$ cat src/rtl/noc_pkg.sv
// ---------------------------------------------------------------------------
// noc_pkg
// Shared definitions for the router ports:
//   - flit layout: [19:18] dst_x, [17:16] dst_y, [15:0] payload
//   - one-hot route indices {W,S,E,N,L}
//   - xy_route(): dimension-ordered (X first) routing, reused by every port
// No ports (package).
// ---------------------------------------------------------------------------
package noc_pkg;

    localparam int FLIT_W    = 20;
    localparam int COORD_W   = 2;
    localparam int PAYLOAD_W = 16;

    // Field positions within a flit
    localparam int DST_X_MSB = FLIT_W - 1;
    localparam int DST_Y_MSB = FLIT_W - 1 - COORD_W;

    // One-hot route bit indices
    localparam int PORT_L    = 0;
    localparam int PORT_N    = 1;
    localparam int PORT_E    = 2;
    localparam int PORT_S    = 3;
    localparam int PORT_W    = 4;
    localparam int NUM_PORTS = 5;

    typedef logic [COORD_W-1:0]   coord_t;
    typedef logic [NUM_PORTS-1:0] route_t;
    typedef logic [FLIT_W-1:0]    flit_t;

    // X is resolved before Y; coordinates are unsigned, Y grows northward.
    function automatic route_t xy_route(
        input coord_t dst_x,
        input coord_t dst_y,
        input coord_t my_x,
        input coord_t my_y
    );
        route_t r;
        r = '0;
        if (dst_x > my_x) begin
            r[PORT_E] = 1'b1;
        end else if (dst_x < my_x) begin
            r[PORT_W] = 1'b1;
        end else if (dst_y > my_y) begin
            r[PORT_N] = 1'b1;
        end else if (dst_y < my_y) begin
            r[PORT_S] = 1'b1;
        end else begin
            r[PORT_L] = 1'b1;
        end
        return r;
    endfunction

endpackage

$ cat src/rtl/noc_flit_fifo.sv
// ---------------------------------------------------------------------------
// noc_flit_fifo
// Circular flit buffer with read/write pointers and an occupancy counter.
// The head entry is read combinationally so a flit written at one edge is
// visible in the very next cycle.
// Ports:
//   clk, rst          clock, synchronous active-high reset
//   wr_en, wr_data    write request and flit
//   rd_en             pop request (ignored when empty)
//   rd_data           head flit (raw storage contents)
//   empty, full       occupancy status
//   pop_ok            a pop actually happens this cycle
//   drop              write refused: full and no simultaneous pop
// ---------------------------------------------------------------------------
module noc_flit_fifo
    import noc_pkg::*;
#(
    parameter int DEPTH = 8,
    parameter int W     = FLIT_W
) (
    input  logic         clk,
    input  logic         rst,
    input  logic         wr_en,
    input  logic [W-1:0] wr_data,
    input  logic         rd_en,
    output logic [W-1:0] rd_data,
    output logic         empty,
    output logic         full,
    output logic         pop_ok,
    output logic         drop
);

    localparam int PTR_W = $clog2(DEPTH);
    localparam logic [PTR_W-1:0] PTR_ONE   = PTR_W'(1);
    localparam logic [PTR_W:0]   CNT_ONE   = (PTR_W + 1)'(1);
    localparam logic [PTR_W:0]   CNT_DEPTH = (PTR_W + 1)'(DEPTH);

    logic [W-1:0]     mem_q [DEPTH];
    logic [PTR_W-1:0] wr_ptr_q, wr_ptr_d;
    logic [PTR_W-1:0] rd_ptr_q, rd_ptr_d;
    logic [PTR_W:0]   count_q, count_d;
    logic             push_ok;

    assign empty   = (count_q == '0);
    assign full    = (count_q == CNT_DEPTH);
    assign pop_ok  = rd_en & ~empty;
    // A full buffer still accepts a flit when a slot frees up in the same cycle.
    assign push_ok = wr_en & (~full | pop_ok);
    assign drop    = wr_en & full & ~pop_ok;
    assign rd_data = mem_q[rd_ptr_q];

    always_comb begin
        wr_ptr_d = wr_ptr_q;
        rd_ptr_d = rd_ptr_q;
        count_d  = count_q;
        if (push_ok) begin
            wr_ptr_d = wr_ptr_q + PTR_ONE;
        end
        if (pop_ok) begin
            rd_ptr_d = rd_ptr_q + PTR_ONE;
        end
        case ({push_ok, pop_ok})
            2'b10:   count_d = count_q + CNT_ONE;
            2'b01:   count_d = count_q - CNT_ONE;
            default: count_d = count_q;
        endcase
    end

    always_ff @(posedge clk) begin
        if (rst) begin
            wr_ptr_q <= '0;
            rd_ptr_q <= '0;
            count_q  <= '0;
        end else begin
            wr_ptr_q <= wr_ptr_d;
            rd_ptr_q <= rd_ptr_d;
            count_q  <= count_d;
        end
    end

    // Storage carries no reset; stale contents are never visible because
    // the top level masks the head while empty.
    always_ff @(posedge clk) begin
        if (push_ok) begin
            mem_q[wr_ptr_q] <= wr_data;
        end
    end

endmodule

$ cat src/rtl/noc_local_inport.sv
// ---------------------------------------------------------------------------
// noc_local_inport
// Local input port of a router node: buffers flits from the PE, computes the
// XY route of the head flit, requests the crossbar and returns one credit
// per flit that leaves the buffer.
// Optional feature macro: NOC_INPORT_STATS_EN adds flit_cnt / ovf_cnt.
// Ports:
//   clk, rst            clock, synchronous active-high reset
//   datain, in_valid    flit from the PE
//   co                  credit pulse, one cycle after each pop
//   req, route          allocator request and one-hot {W,S,E,N,L} route
//   gnt                 allocator grant
//   dataout, out_valid  head flit and transfer strobe (req & gnt)
//   ovf                 sticky overflow flag
//   flit_cnt, ovf_cnt   (stats build only) pop count, saturating drop count
// ---------------------------------------------------------------------------
module noc_local_inport
    import noc_pkg::*;
#(
    parameter int DEPTH = 8,
    parameter int MY_X  = 0,
    parameter int MY_Y  = 0
) (
    input  logic              clk,
    input  logic              rst,
    input  logic [FLIT_W-1:0] datain,
    input  logic              in_valid,
    output logic              co,
    output logic              req,
    output logic [4:0]        route,
    input  logic              gnt,
    output logic [FLIT_W-1:0] dataout,
    output logic              out_valid,
    output logic              ovf
`ifdef NOC_INPORT_STATS_EN
    ,
    output logic [15:0]       flit_cnt,
    output logic [7:0]        ovf_cnt
`endif
);

    localparam coord_t MY_XC = coord_t'(MY_X);
    localparam coord_t MY_YC = coord_t'(MY_Y);

    flit_t head;
    logic  empty;
    logic  full;
    logic  pop_ok;
    logic  drop;
    logic  co_q;
    logic  ovf_q, ovf_d;

    noc_flit_fifo #(
        .DEPTH (DEPTH),
        .W     (FLIT_W)
    ) u_fifo (
        .clk     (clk),
        .rst     (rst),
        .wr_en   (in_valid),
        .wr_data (datain),
        .rd_en   (req & gnt),
        .rd_data (head),
        .empty   (empty),
        .full    (full),
        .pop_ok  (pop_ok),
        .drop    (drop)
    );

    assign req       = ~empty;
    assign out_valid = req & gnt;
    assign dataout   = req ? head : '0;
    assign route     = req ? xy_route(head[DST_X_MSB -: COORD_W],
                                      head[DST_Y_MSB -: COORD_W],
                                      MY_XC, MY_YC)
                           : '0;

    assign ovf_d = ovf_q | drop;

    // Credit is a delayed copy of the pop strobe; a reset cycle swallows it
    // because the upstream credit counter is reset at the same time.
    always_ff @(posedge clk) begin
        if (rst) begin
            co_q  <= 1'b0;
            ovf_q <= 1'b0;
        end else begin
            co_q  <= pop_ok;
            ovf_q <= ovf_d;
        end
    end

    assign co  = co_q;
    assign ovf = ovf_q;

`ifdef NOC_INPORT_STATS_EN
    logic [15:0] flit_cnt_q, flit_cnt_d;
    logic [7:0]  ovf_cnt_q, ovf_cnt_d;

    always_comb begin
        flit_cnt_d = flit_cnt_q;
        ovf_cnt_d  = ovf_cnt_q;
        if (pop_ok) begin
            flit_cnt_d = flit_cnt_q + 16'd1;   // wraps naturally
        end
        if (drop && (ovf_cnt_q != 8'hFF)) begin
            ovf_cnt_d = ovf_cnt_q + 8'd1;
        end
    end

    always_ff @(posedge clk) begin
        if (rst) begin
            flit_cnt_q <= '0;
            ovf_cnt_q  <= '0;
        end else begin
            flit_cnt_q <= flit_cnt_d;
            ovf_cnt_q  <= ovf_cnt_d;
        end
    end

    assign flit_cnt = flit_cnt_q;
    assign ovf_cnt  = ovf_cnt_q;
`endif

endmodule

$ cat config.mk
export PLATFORM = sky130hd
export DESIGN_NAME = noc_local_inport
export DESIGN_NICKNAME = d
export VERILOG_FILES = /design/src/rtl/noc_pkg.sv /design/src/rtl/noc_flit_fifo.sv /design/src/rtl/noc_local_inport.sv
export SDC_FILE = /design/constraint.sdc
export NUM_CORES = 1
export LEC_CHECK = 0
export BUFFER_PORTS_ARGS = -buffer_cell sky130_fd_sc_hd__buf_2
export CAP_MARGIN = 20
export CELL_PAD_IN_SITES_DETAIL_PLACEMENT = 0
export CELL_PAD_IN_SITES_GLOBAL_PLACEMENT = 1
export CORE_MARGIN = 2
export CORE_UTILIZATION = 52
export DETAILED_ROUTE_END_ITERATION = 10
export GPL_TIMING_DRIVEN = 0
export PLACE_DENSITY = 0.86
export SYNTH_ARGS = -nofsm -noshare
export SYNTH_HDL_FRONTEND = slang
export SYNTH_SLANG_ARGS = --single-unit
$ cat constraint.sdc
create_clock -name clk -period 3.25 [get_ports clk]
set_clock_uncertainty 0.05 [all_clocks]
set_input_delay 0.325 -clock clk [delete_from_list [all_inputs] [get_ports clk]]
set_output_delay 0.325 -clock clk [all_outputs]
set_load 0.01 [all_outputs]
==> run_results.csv <==
group,metric,value,unit
pwr,power.density,748.9,nW/µm²
drt,ant_nets,0,
place,io_buffers,50,
timing,rsz0062_at_grt,"no",
critical_path,worstPathRequired,3560,ps
run_status,status,"complete, no violations",
clock_tree,insertion_delay,430,ps
synthesis,ys_warn_count,0,
timing,fin_crit_sh,88.62,%
drt,drc_errors,0,
pwr,internal_power,4.292,mW
critical_path,start_kind,"register",
clock_tree,root_buffer,"clkbuf_16",
synthesis,synthFlopType,"edfxtp_1",
global_routing,grt_pass1_vias,3594,
finish,layout-drive-gt1-share,34.99,%
place,placedCellCount,587,
synthesis,synth_common_cells,"160 x edfxtp_1, 37 x nor2_1, 35 x mux4_2, 21 x mux2i_1, 15 x dfxtp_1",
clock_tree,cts_tree,"built",
drt,drt_first_pass_iters,5,
global_routing,grt_remaining_overflow,0,
global_routing,grtUsageTotal,19.77,%
critical_path,slowest_delay,440,ps
finish,area_delta_synth_final,17.60,%
critical_path,critPathSlowestCell,"or3_1",
floorplan,start_util,52.58,%
synthesis,ys_seq_area_share,74.20,%
global_routing,grt_max_degree,18,
drt,wl,13.14,mm
pwr,p_sw_share,29.18,%
timing,drv_slew,0,
clock_tree,clock_sinks,175,
timing,setup_viol,0,
clock_tree,clockBufferDepth,2,
synthesis,synth.avg_cell_area,19.66,µm²
global_routing,met2_usage,33.41,%
synthesis,ys_ff_latch,175,
floorplan,num_io_pins,53,
floorplan,die_y,119.0,µm
pwr,leakagePower,2.748,nW
pwr,ir_drop,402.2,µV
synthesis,synthTopCellsByArea,"edfxtp_1 70%, mux4_2 11%, dfxtp_1 4.4%",
timing,min_period,2880,ps
pwr,power.total,6.060,mW
drt,wl_per_cell,21.19,µm
synthesis,synth_edf_count,160,
critical_path,crit_buf_inv,2,
place,hpwl,8.585,mm
timing,fmax,347.2,MHz
pwr,p_seq_share,43.1,%
synthesis,async_reset_ff_share,0,%
min_path,min_path_type,"input pin to register",
global_routing,grt_pass1_wl,20.20,mm
timing,maxSlewHeadroom,42.21,%
global_routing,antenna_found_initial,1,
clock_tree,cts_buffers,17,
clock_tree,cts_hold_buf,0,
synthesis,ys_types,38,
synthesis,synth.most_common_cell,"edfxtp_1",
floorplan,rows,42,
clock_tree,clk_pin_slew,60,ps
job,maxCapViolCount,0,
drt,drt_iter0_drc,299,
global_routing,grtUsageMet1,25.36,%
finish,stdcell_count,620,
timing,finalHoldViolCount,0,
synthesis,synth_top_area_share,69.83,%
clock_tree,post_cts_resized,0,
critical_path,crit_arrival,3190,ps
critical_path,crit_path_cell_trace,"or3_1 > nor2_1 > inv_1 > nand2_1 > inv_1 > ha_1 > xor2_1 > ha_1 > a21oi_1 > xor2_1 > or3_1 > a21oi_1",
pwr,pwr-share-clk,32.3,%
synthesis,synth_area,6880,µm²
synthesis,yosysTopAreaCell,"edfxtp_1",
global_routing,busiest_layer,"met2",
pwr,combinationalPowerShare,24.6,%
critical_path,path_max_fanout,7,
synthesis,synthCells,350,
drt,via_per_inst,5.647,
critical_path,critPathKind,"register to register",
drt,num_vias,3501,
finish,fin_nets,459,
pwr,p_sw,1.768,mW
clock_tree,h-tree-depth,4,
floorplan,die_area,14170,µm²
floorplan,dieWidth,119.0,µm
floorplan,core,13090,µm²
clock_tree,post_cts_buffers,0,
critical_path,critPathCaptureType,"register",
critical_path,cp_top_family,"simple AND/OR/NAND/NOR gates",
timing,tightest_slew,865.9,ps
global_routing,use_met3,5.220,%
place,place_congestion,0.7096,
## final cells by class
class	count	area (µm²)
multi-input combinational	157	1689
sequential	175	5105
clock buffer	17	425.4
tap	176	220.2
inverter	2	7.507
antenna	1	2.502
fill	907	4994
clock inverter	15	148.9
timing repair buffer	60	385.4
buffer	17	107.6
## sequential cells by signal, indices dropped and copies added (netlist names), named ones only
register / count
u_fifo.rd_ptr_q: 3
u_fifo.wr_ptr_q: 3
u_fifo.count_q: 4
ovf: 1
u_fifo.mem_q: 160
co: 1
## cells in the final DEF, fill, tap and decap left out, types with 3 or more instances in the layout
cell,netlist,layout
buf_8,0,6
nand2b_1,3,3
inv_8,0,3
ha_1,5,5
inv_6,0,5
o21ai_0,3,3
buf_2,5,55
mux2_2,3,3
clkbuf_1,4,4
nor2_2,0,6
edfxtp_1,160,160
clkbuf_16,0,17
nor2b_1,3,3
buf_6,2,6
dfxtp_1,15,15
nand2_1,4,4
nor2_1,37,31
nor3b_1,3,3
mux2i_1,21,21
xor2_1,6,6
mux4_2,35,35
buf_4,6,6
mux4_1,3,3
a21oi_1,7,7
## per-stage QoR
step	hold WS (ps)	setup WS, ps	setup TNS, ps	instance area [µm²]	utilization [%]
CTS	58.75	329.7	0	8089	61.82
global placement	395.9	-1065	-37750	7355	56.21
finish	74.85	369.8	0	8092	61.84
detailed placement	414.0	363.8	0	7515	57.43
floorplan	344.1	299.7	0	6884	-
global route	75.14	157.0	0	8089	61.82
## worst paths after layout
| check | slack [ps] | cells after the start | end | startpoint |
|---|---|---|---|---|
| worst min-delay path | 70 | 2 | u_fifo.count_q[2]$_SDFFE_PP0P_ | rst |
| worst max-delay path | 370 | 12 | u_fifo.count_q[2]$_SDFFE_PP0P_ | u_fifo.count_q[1]$_SDFFE_PP0P_ |
| worst max register to register | 370 | 12 | u_fifo.count_q[2]$_SDFFE_PP0P_ | u_fifo.count_q[1]$_SDFFE_PP0P_ |
| worst min register to register | 420 | 2 | ovf$_SDFF_PP0_ | ovf$_SDFF_PP0_ |
## cell families after synthesis
group           Yosys count  synth area share, %
compound gates           15                1.255
xor+xnor                  6               0.7638
other cells               1              0.05450
mux                      63                16.37
fa+ha+maj                 5               0.9093
flops                   175                74.20
simple gates             66                4.783
buf+inv                  19                1.673
## worst register-to-register path: stages (launching register included)
cell and delay, ps:
dfxtp_1 360, or3_1 440, nor2_1 220, inv_1 160, nand2_1 180, inv_1 110, ha_1 280, xor2_1 170
ha_1 190, a21oi_1 140, xor2_1 90, or3_1 310, a21oi_1 130
## layer usage
layer	vias up	part of all wire [%]
met5	-	0
met4	0	0.99
met3	19	5.9
met2	126	52
met1	1787	41
li1	1569	-
## power groups by stage
stage | sequential [mW] | combinational, mW | clock [mW]
2_1_floorplan | 2.65 | 0.982 | 0
3_3_place_gp | 2.66 | 1.44 | 0
3_5_place_dp | 2.66 | 1.50 | 0
4_1_cts | 2.61 | 1.51 | 1.98
5_1_grt | 2.62 | 1.61 | 2.07
6_report | 2.61 | 1.49 | 1.96
No activity file was read; power rests on OpenSTA's default activity.
